$ cat config.mk
export PLATFORM = sky130hd
export DESIGN_NAME = pc_sequencer_flat
export DESIGN_NICKNAME = d
export VERILOG_FILES = /design/src/rtl/pc_seq_pkg.sv /design/src/rtl/pc_sequencer_if.sv /design/src/rtl/pc_ret_stack.sv /design/src/rtl/pc_sequencer.sv /design/src/flat_wrapper.sv
export SDC_FILE = /design/constraint.sdc
export NUM_CORES = 1
export LEC_CHECK = 0
export CAP_MARGIN = 20
export CORE_MARGIN = 2
export CORE_UTILIZATION = 42
export DETAILED_ROUTE_END_ITERATION = 6
export GPL_TIMING_DRIVEN = 0
export PLACE_DENSITY = 0.73
export RECOVER_POWER = 100
export SLEW_MARGIN = 30
export SYNTH_ARGS = -nofsm -noshare
export SYNTH_HDL_FRONTEND = slang
export SYNTH_SLANG_ARGS = --single-unit
$ cat constraint.sdc
create_clock -name clk -period 1.8 [get_ports clk]
set_input_delay 0.45 -clock clk [delete_from_list [all_inputs] [get_ports clk]]
set_output_delay 0.45 -clock clk [all_outputs]
set_load 0.005 [all_outputs]
$ cat src/rtl/pc_seq_pkg.sv
// Shared definitions for the program-counter sequencer: op encodings and the pc_op_t enum.
package pc_seq_pkg;

    localparam logic [2:0] PC_OP_NOP  = 3'd0;
    localparam logic [2:0] PC_OP_INC  = 3'd1;
    localparam logic [2:0] PC_OP_JMP  = 3'd2;
    localparam logic [2:0] PC_OP_BR   = 3'd3;
    localparam logic [2:0] PC_OP_CALL = 3'd4;
    localparam logic [2:0] PC_OP_RET  = 3'd5;

    // Codes 6 and 7 are left unnamed and fall through to the NOP behaviour.
    typedef enum logic [2:0] {
        OP_NOP  = PC_OP_NOP,
        OP_INC  = PC_OP_INC,
        OP_JMP  = PC_OP_JMP,
        OP_BR   = PC_OP_BR,
        OP_CALL = PC_OP_CALL,
        OP_RET  = PC_OP_RET
    } pc_op_t;

endpackage

$ cat src/rtl/pc_sequencer_if.sv
// Op/target command bus and status returned by the sequencer.
interface pc_sequencer_if #(
    parameter int ADDR_W = 7
);
    import pc_seq_pkg::*;

    // No handshake: the sequencer consumes op/target on every rising clk edge,
    // and address/flags are registered results valid for the whole following cycle.
    pc_op_t              op;
    logic [ADDR_W-1:0]   target;
    logic [ADDR_W-1:0]   address;
    logic                stack_empty;
    logic                stack_full;
    logic                err;

    modport master (
        output op, target,
        input  address, stack_empty, stack_full, err
    );

    modport slave (
        input  op, target,
        output address, stack_empty, stack_full, err
    );

endinterface

$ cat src/rtl/pc_ret_stack.sv
// LIFO of return addresses; occupancy counter is reset, entry storage is not.
module pc_ret_stack #(
    parameter int ADDR_W      = 7,
    parameter int STACK_DEPTH = 4
) (
    input  logic              clk,
    input  logic              clear_n,
    input  logic              clear,
    input  logic              push,
    input  logic              pop,
    input  logic [ADDR_W-1:0] din,
    output logic [ADDR_W-1:0] dout,
    output logic              empty,
    output logic              full
);

    localparam int             PTR_W   = $clog2(STACK_DEPTH);
    localparam logic [PTR_W:0] DEPTH_C = (PTR_W+1)'(STACK_DEPTH);
    localparam logic [PTR_W:0] ONE_C   = (PTR_W+1)'(1);

    logic [PTR_W:0]    count_q, count_d;
    logic [PTR_W:0]    top_cnt;
    logic [ADDR_W-1:0] mem_q [STACK_DEPTH];
    logic [ADDR_W-1:0] mem_d [STACK_DEPTH];

    assign top_cnt = count_q - ONE_C;
    assign empty   = (count_q == '0);
    assign full    = (count_q == DEPTH_C);
    assign dout    = mem_q[top_cnt[PTR_W-1:0]];

    always_comb begin
        count_d = count_q;
        mem_d   = mem_q;
        if (clear) begin
            count_d = '0;
        end else if (push && !full) begin
            mem_d[count_q[PTR_W-1:0]] = din;
            count_d = count_q + ONE_C;
        end else if (pop && !empty) begin
            count_d = top_cnt;
        end
    end

    always_ff @(posedge clk or negedge clear_n) begin
        if (!clear_n) count_q <= '0;
        else          count_q <= count_d;
    end

    always_ff @(posedge clk) begin
        mem_q <= mem_d;
    end

endmodule

$ cat src/rtl/pc_sequencer.sv
// Program-counter sequencer: INC/JMP/BR plus CALL/RET through a return stack.
// Build with PC_SEQ_STACK_EN to include the stack; otherwise CALL jumps and RET only flags err.
module pc_sequencer
    import pc_seq_pkg::*;
#(
    parameter int                ADDR_W      = 7,
    parameter int                STACK_DEPTH = 4,
    parameter logic [ADDR_W-1:0] RESET_ADDR  = '0
) (
    input logic           clk,
    input logic           clear_n,
    input logic           clear,
    pc_sequencer_if.slave bus
);

    if (STACK_DEPTH < 2 || (STACK_DEPTH & (STACK_DEPTH - 1)) != 0) begin : g_bad_depth
        $error("pc_sequencer: STACK_DEPTH must be a power of two >= 2");
    end

    logic [ADDR_W-1:0] addr_q, addr_d;
    logic [ADDR_W-1:0] addr_inc;
    logic              err_q, err_d;

    assign addr_inc = addr_q + ADDR_W'(1);

`ifdef PC_SEQ_STACK_EN
    logic              stk_push, stk_pop, stk_empty, stk_full;
    logic [ADDR_W-1:0] stk_dout;

    // The return address pushed by CALL is the wrapped address+1.
    pc_ret_stack #(
        .ADDR_W      (ADDR_W),
        .STACK_DEPTH (STACK_DEPTH)
    ) u_ret_stack (
        .clk     (clk),
        .clear_n (clear_n),
        .clear   (clear),
        .push    (stk_push),
        .pop     (stk_pop),
        .din     (addr_inc),
        .dout    (stk_dout),
        .empty   (stk_empty),
        .full    (stk_full)
    );

    assign bus.stack_empty = stk_empty;
    assign bus.stack_full  = stk_full;
`else
    assign bus.stack_empty = 1'b1;
    assign bus.stack_full  = 1'b0;
`endif

    always_comb begin
        addr_d = addr_q;
        err_d  = err_q;
`ifdef PC_SEQ_STACK_EN
        stk_push = 1'b0;
        stk_pop  = 1'b0;
`endif
        if (clear) begin
            addr_d = RESET_ADDR;
            err_d  = 1'b0;
        end else begin
            case (bus.op)
                OP_INC:  addr_d = addr_inc;
                OP_JMP:  addr_d = bus.target;
                // Offset is two's complement, so a plain modular add handles both directions.
                OP_BR:   addr_d = addr_q + bus.target;
                OP_CALL: begin
`ifdef PC_SEQ_STACK_EN
                    if (stk_full) begin
                        addr_d = addr_inc;
                        err_d  = 1'b1;
                    end else begin
                        stk_push = 1'b1;
                        addr_d   = bus.target;
                    end
`else
                    addr_d = bus.target;
`endif
                end
                OP_RET: begin
`ifdef PC_SEQ_STACK_EN
                    if (stk_empty) begin
                        err_d = 1'b1;
                    end else begin
                        stk_pop = 1'b1;
                        addr_d  = stk_dout;
                    end
`else
                    err_d = 1'b1;
`endif
                end
                default: ;
            endcase
        end
    end

    always_ff @(posedge clk or negedge clear_n) begin
        if (!clear_n) begin
            addr_q <= RESET_ADDR;
            err_q  <= 1'b0;
        end else begin
            addr_q <= addr_d;
            err_q  <= err_d;
        end
    end

    assign bus.address = addr_q;
    assign bus.err     = err_q;

endmodule

$ cat src/flat_wrapper.sv
// flat-port wrapper written by rule: the top's interface ports become plain ports
module pc_sequencer_flat import pc_seq_pkg::*;
#(
    parameter int                ADDR_W      = 7,
    parameter int                STACK_DEPTH = 4,
    parameter logic [ADDR_W-1:0] RESET_ADDR  = '0
)
  (clk, clear_n, clear, bus_op, bus_target, bus_address, bus_stack_empty, bus_stack_full, bus_err);
  pc_sequencer_if #(.ADDR_W(ADDR_W)) bus_i ();
  input logic clk;
  input logic clear_n;
  input logic clear;
  input wire logic [$bits(bus_i.op)-1:0] bus_op;
  input wire logic [$bits(bus_i.target)-1:0] bus_target;
  output wire logic [$bits(bus_i.address)-1:0] bus_address;
  output wire logic [$bits(bus_i.stack_empty)-1:0] bus_stack_empty;
  output wire logic [$bits(bus_i.stack_full)-1:0] bus_stack_full;
  output wire logic [$bits(bus_i.err)-1:0] bus_err;
  assign bus_i.op = bus_op;
  assign bus_i.target = bus_target;
  assign bus_address = bus_i.address;
  assign bus_stack_empty = bus_i.stack_empty;
  assign bus_stack_full = bus_i.stack_full;
  assign bus_err = bus_i.err;
  pc_sequencer #(.ADDR_W(ADDR_W), .STACK_DEPTH(STACK_DEPTH), .RESET_ADDR(RESET_ADDR)) u_core (.clk(clk), .clear_n(clear_n), .clear(clear), .bus(bus_i));
endmodule
# Word level (Yosys, flattened, before mapping)
# Index checks and enable logic that the tools add are counted.
word_totals:
  elab_cells: 16
  register_bits: 8
  out_inout_bits: 10
classes:
  muxes: 4
  n_eq_ne: 5
  add_sub_neg: 2
  n_reduce_logical: 3
ops:
  columns: ["op", "n"]
  rows:
  - ["$pmux 7 s3", 1]
  - ["$add 7x1->7 const B", 1]
  - ["$add 7x7->7", 1]
  - ["$mux 7", 1]
  - ["$eq 3x2->1 const B", 2]
  - ["$eq 3x3->1 const B", 2]
  - ["$reduce_bool 4->1", 1]
  - ["$eq 3x1->1 const B", 1]
  - ["$mux 1", 2]
  - ["$reduce_bool 2->1", 1]
  - ["$reduce_or 2->1", 1]

# Logic depth before layout (Yosys ltp)
logic_depth:
  word_depth: 4
  ltp_mapped: 10

# Worst setup path before layout
# No wires, ideal clock.
synth_path:
  kind: "input to register"
  startpoint: "input bus_op[1]"
  endpoint: "register u_core.addr_q[6] (netlist: u_core.bus.address[6])"
  required_ns: 1.731
  cell_stages: 10
  t_arrival_ns: 2.363
  slack_ns: -0.633
  n_path_buf: 1
  setup_ns: 0.069
  cell_sequence: "buf_6 > inv_1 > nor3b_1 > nand2b_1 > ha_1 > fa_1 > a211oi_1 > o21ai_0 > a211o_1 > nand3_1"
synth_via:
  elab_chain_cells: 4
  word_cells_on_any_way: 8
  cone_classes: "eq/ne: 4; mux: 2; reduce/logical: 2"
synth_lines:
  columns: ["element", "line", "source"]
  rows:
  - ["from (decl)", "flat_wrapper.sv:13", "input wire logic [$bits(bus_i.op)-1:0] bus_op;"]
  - ["$eq 3x2->1 or $eq 3x3->1 (tied branches)", "pc_sequencer.sv:64", "case (bus.op)"]
  - ["$reduce_or 2->1 (no line)", null, null]
  - ["$pmux 7 s3", "pc_sequencer.sv:64", null]
  - ["$mux 7", "pc_sequencer.sv:60", "if (clear) begin"]
  - ["to (signal assigned)", "pc_sequencer.sv:104", "addr_q <= addr_d;"]
  - ["to (decl)", "pc_sequencer.sv:20", "logic [ADDR_W-1:0] addr_q, addr_d;"]
# Parallel ways exist; a longest one is shown, timed or not.
# A chain may end at the register's enable or synchronous reset.

# Worst setup path after layout
layout_path:
  startpoint: "input bus_op[2]"
  endpoint: "register u_core.addr_q[6] (netlist: u_core.bus.address[6])"
# Same word-level chain as after synthesis.

==> results.cfg <==
[worst_hold_path]
hp-class = reg2reg
min_to = u_core.bus.err
hp-start = u_core.bus.err
hold_path_depth = 2

[routing]
avgViaCountPerCell = 5.40
detail-route-antenna-nets = 0
vias = 837
drtIter0Drc = 5
drt-pass1-iter-count = 4
wire_per_inst_um = 14.4
drc = 0
routed_wirelength_mm = 2.23

[setup_path]
reg2reg_slack_ns = 0.06
crit_type = in2reg
r2r-end = u_core.bus.address[6]
crit_slowest_cell = fa_2
worst_path_largest_cell_delay_ns = 0.34
cp_num_buf_inv = 1
arrival_ns = 2.16
critPathCaptureType = flop
start_kind = input pin
r2r-start = u_core.bus.address[0]
reg2reg_depth = 6
worstPathMaxFanout = 2
cp_top_family = compound AO/OA/AOI/OAI gates
worstPathRequired_ns = 2.01
crit_chain = buf_12, nor3b_4, nand2b_4, ha_4, fa_2, a211oi_2, o21ai_1, a211o_1, nand3_2

[grt]
grt-ovfl-total = 0
antenna_found_initial = 0
first_global_vias = 856
grt_pass1_wl_mm = 3.85
grt_max_degree = 14
track_usage_pct = 20.6

[power]
switchingPower_uw = 222
clkPwrFrac_pct = 23.8
p_comb_share_pct = 42.9
p_sw_share_pct = 33.8
peakVddDrop_mv = 0.315
power.leakage_uw = 0.000563
internal_power_uw = 435
power_frac_seq_pct = 33.2
p_per_area_nw_per_um2 = 500

[floorplanning]
coreArea_um2 = 1920
dieArea_um2 = 2380
rows = 16
initial_core_util_pct = 43.8
die_w_um = 48.8
io_pins = 23
fp.dieH_um = 48.8

[placed_design]
port_buffers = 19
place_congestion = 0.796
place_inst = 143
hpwl_mm = 1.54

[clocking]
cts.sinks = 8
insertion_delay_ns = 0.27
clockBufferDepth = 2
root_buffer = clkbuf_4
tritoncts = built
cts_hold_buf = 0
cts.clk_slew.worst_paths_ns = 0.07
numCtsBuffers = 3
htree_levels = 1

[synthesis]
synth_top_cell_area_share_pct = 23.8
async_reset_ff_share_pct = 100
syn_inst = 97
synth_fp_nets = 117
synth_area_leader_cell = dfrtp_1
synth_seq_area_share_pct = 23.8
syn-cell-area_um2 = 842
yosysWarnings = 0
synth_cell_types = 40
yosysMostFrequentCell = dfrtp_1
ys_ff_latch = 8
synth_edf_count = 0
synth.area.top_cells = dfrtp_1, ha_1, o21ai_0
synthTopCellsByCount = dfrtp_1, inv_1, nor2_1, o21ai_0, ha_1
syn_area_per_cell_um2 = 8.68
ys.flop_type = dfrtp_1

[timing]
post-route-period-util_pct = 108
period_minus_slack_ns = 1.95
worst_pin_slew_ns = 0.511
slew_headroom_pct = 65.9
rsz0062_at_grt = yes
setup_tns_ns = -0.324
hold_viol = 0
timing.fmax_mhz = 514
setup_ws_ns = -0.146
finClkSkew_ns = 0.0129
finalSetupViolCount = 5
finalMaxSlewViolations = 0

[layout]
diodes = 0
fin_cells = 155
n_fill_cell = 172
drive_above_1_share_pct = 32.8
syn_to_final_growth_pct = 56.0
fin_nets = 150
multi_input_area_um2 = 707
seqCellArea_um2 = 200
post-route-util_pct = 68.4

[run]
maxCapViolations = 0

[outcome]
violations = negative setup slack
status = complete, but fails checks
## how the worst max path moves through the flow
| stage | from | end | depth (start not counted) |
|---|---|---|---|
| 6_report | bus_op[2] | u_core.bus.address[6] | 9 |
| 5_1_grt | bus_op[2] | u_core.bus.address[3] | 8 |
| 4_1_cts | bus_op[2] | u_core.bus.address[6] | 9 |
| 3_5_place_dp | bus_op[2] | u_core.bus.address[6] | 10 |
| 3_3_place_gp | bus_op[2] | u_core.bus.address[6] | 10 |
| 2_1_floorplan | bus_op[1] | u_core.bus.address[6] | 10 |
## layout make-up
cell class / instances / area share, %
Inverter: 7 / 2.38
Sequential cell: 8 / 15.2
Clock buffer: 3 / 1.71
Tap cell: 27 / 2.57
Buffer: 4 / 2.95
Timing Repair Buffer: 29 / 21.3
Multi-Input combinational cell: 77 / 53.8
## layer usage
metal	wire length [µm]	global-route usage (%)	up-vias	share of wire, %
met1	964	24.3	388	43
met2	1130	38.4	26	51
met5	0	0	-	0
li1	-	-	421	-
met4	11	2.38	0	0.49
met3	118	5.52	2	5.3
## flip-flops by register name (all words and copies together) (netlist names)
signal / count
u_core.bus.address: 7
u_core.bus.err: 1
## power groups by stage
stage / sequential, µW / clock (µW) / combinational, µW
global placement: 218 / 0 / 235
detailed placement: 217 / 0 / 240
CTS: 218 / 158 / 282
global route: 221 / 166 / 309
finish: 218 / 157 / 282
floorplan: 216 / 0 / 143
## cell families (layout without fill, tap and decap cells)
kind of cell | Yosys count | in the layout | share of synthesized area, %
other | 2 | 2 | 0.892
DFF | 8 | 8 | 23.8
adders and majority gates | 7 | 7 | 11.3
buffers and inverters | 12 | 43 | 8.02
xor gates and xnor gates | 4 | 4 | 5.94
and+or+nand+nor | 31 | 31 | 20.4
muxes | 1 | 1 | 1.19
AOI/OAI and AO/OA | 32 | 32 | 28.5
## metrics by stage
stage                     area (µm²)  setup slack (ns)  hold slack, ns  total power, µW
after global placement          1120             -1.22           0.484              453
after detailed placement        1120             -1.22           0.492              457
after CTS                       1300            -0.154           0.496              659
final                           1310            -0.146           0.499              657
after global routing            1310            -0.203           0.548              697
after floorplan                  900            -0.377           0.154              359
## placed cells by master, fill, tap and decap left out, drive strengths merged, types with 2 or more instances in the layout
cell type	count
xnor2	3
clkdlybuf4s50	9
dlygate4sd2	3
a21o	2
o21ai	7
nand3	3
dlygate4sd3	5
clkbuf	4
inv	7
a21oi	2
nor3b	2
o211ai	2
a32oi	2
a211o	3
a311oi	3
o2111ai	2
a211oi	3
ha	6
dfrtp	8
nand2b	3
nand2	5
o311ai	2
nor2	8
buf	15
and2	5
conb	2
## worst reg2reg max path, stage by stage, from the launching register on
cell,delay [ns]
dfrtp_1,0.41
ha_4,0.19
fa_2,0.35
a211oi_2,0.22
o21ai_1,0.13
a211o_1,0.33
nand3_2,0.06
## what timing repair did
action	in CTS	in global routing
resized for setup	33	2
endpoints found under the setup margin	7	6
pin swaps	16	3
buffers inserted	9	1
No activity file was read; power rests on OpenSTA's default activity.
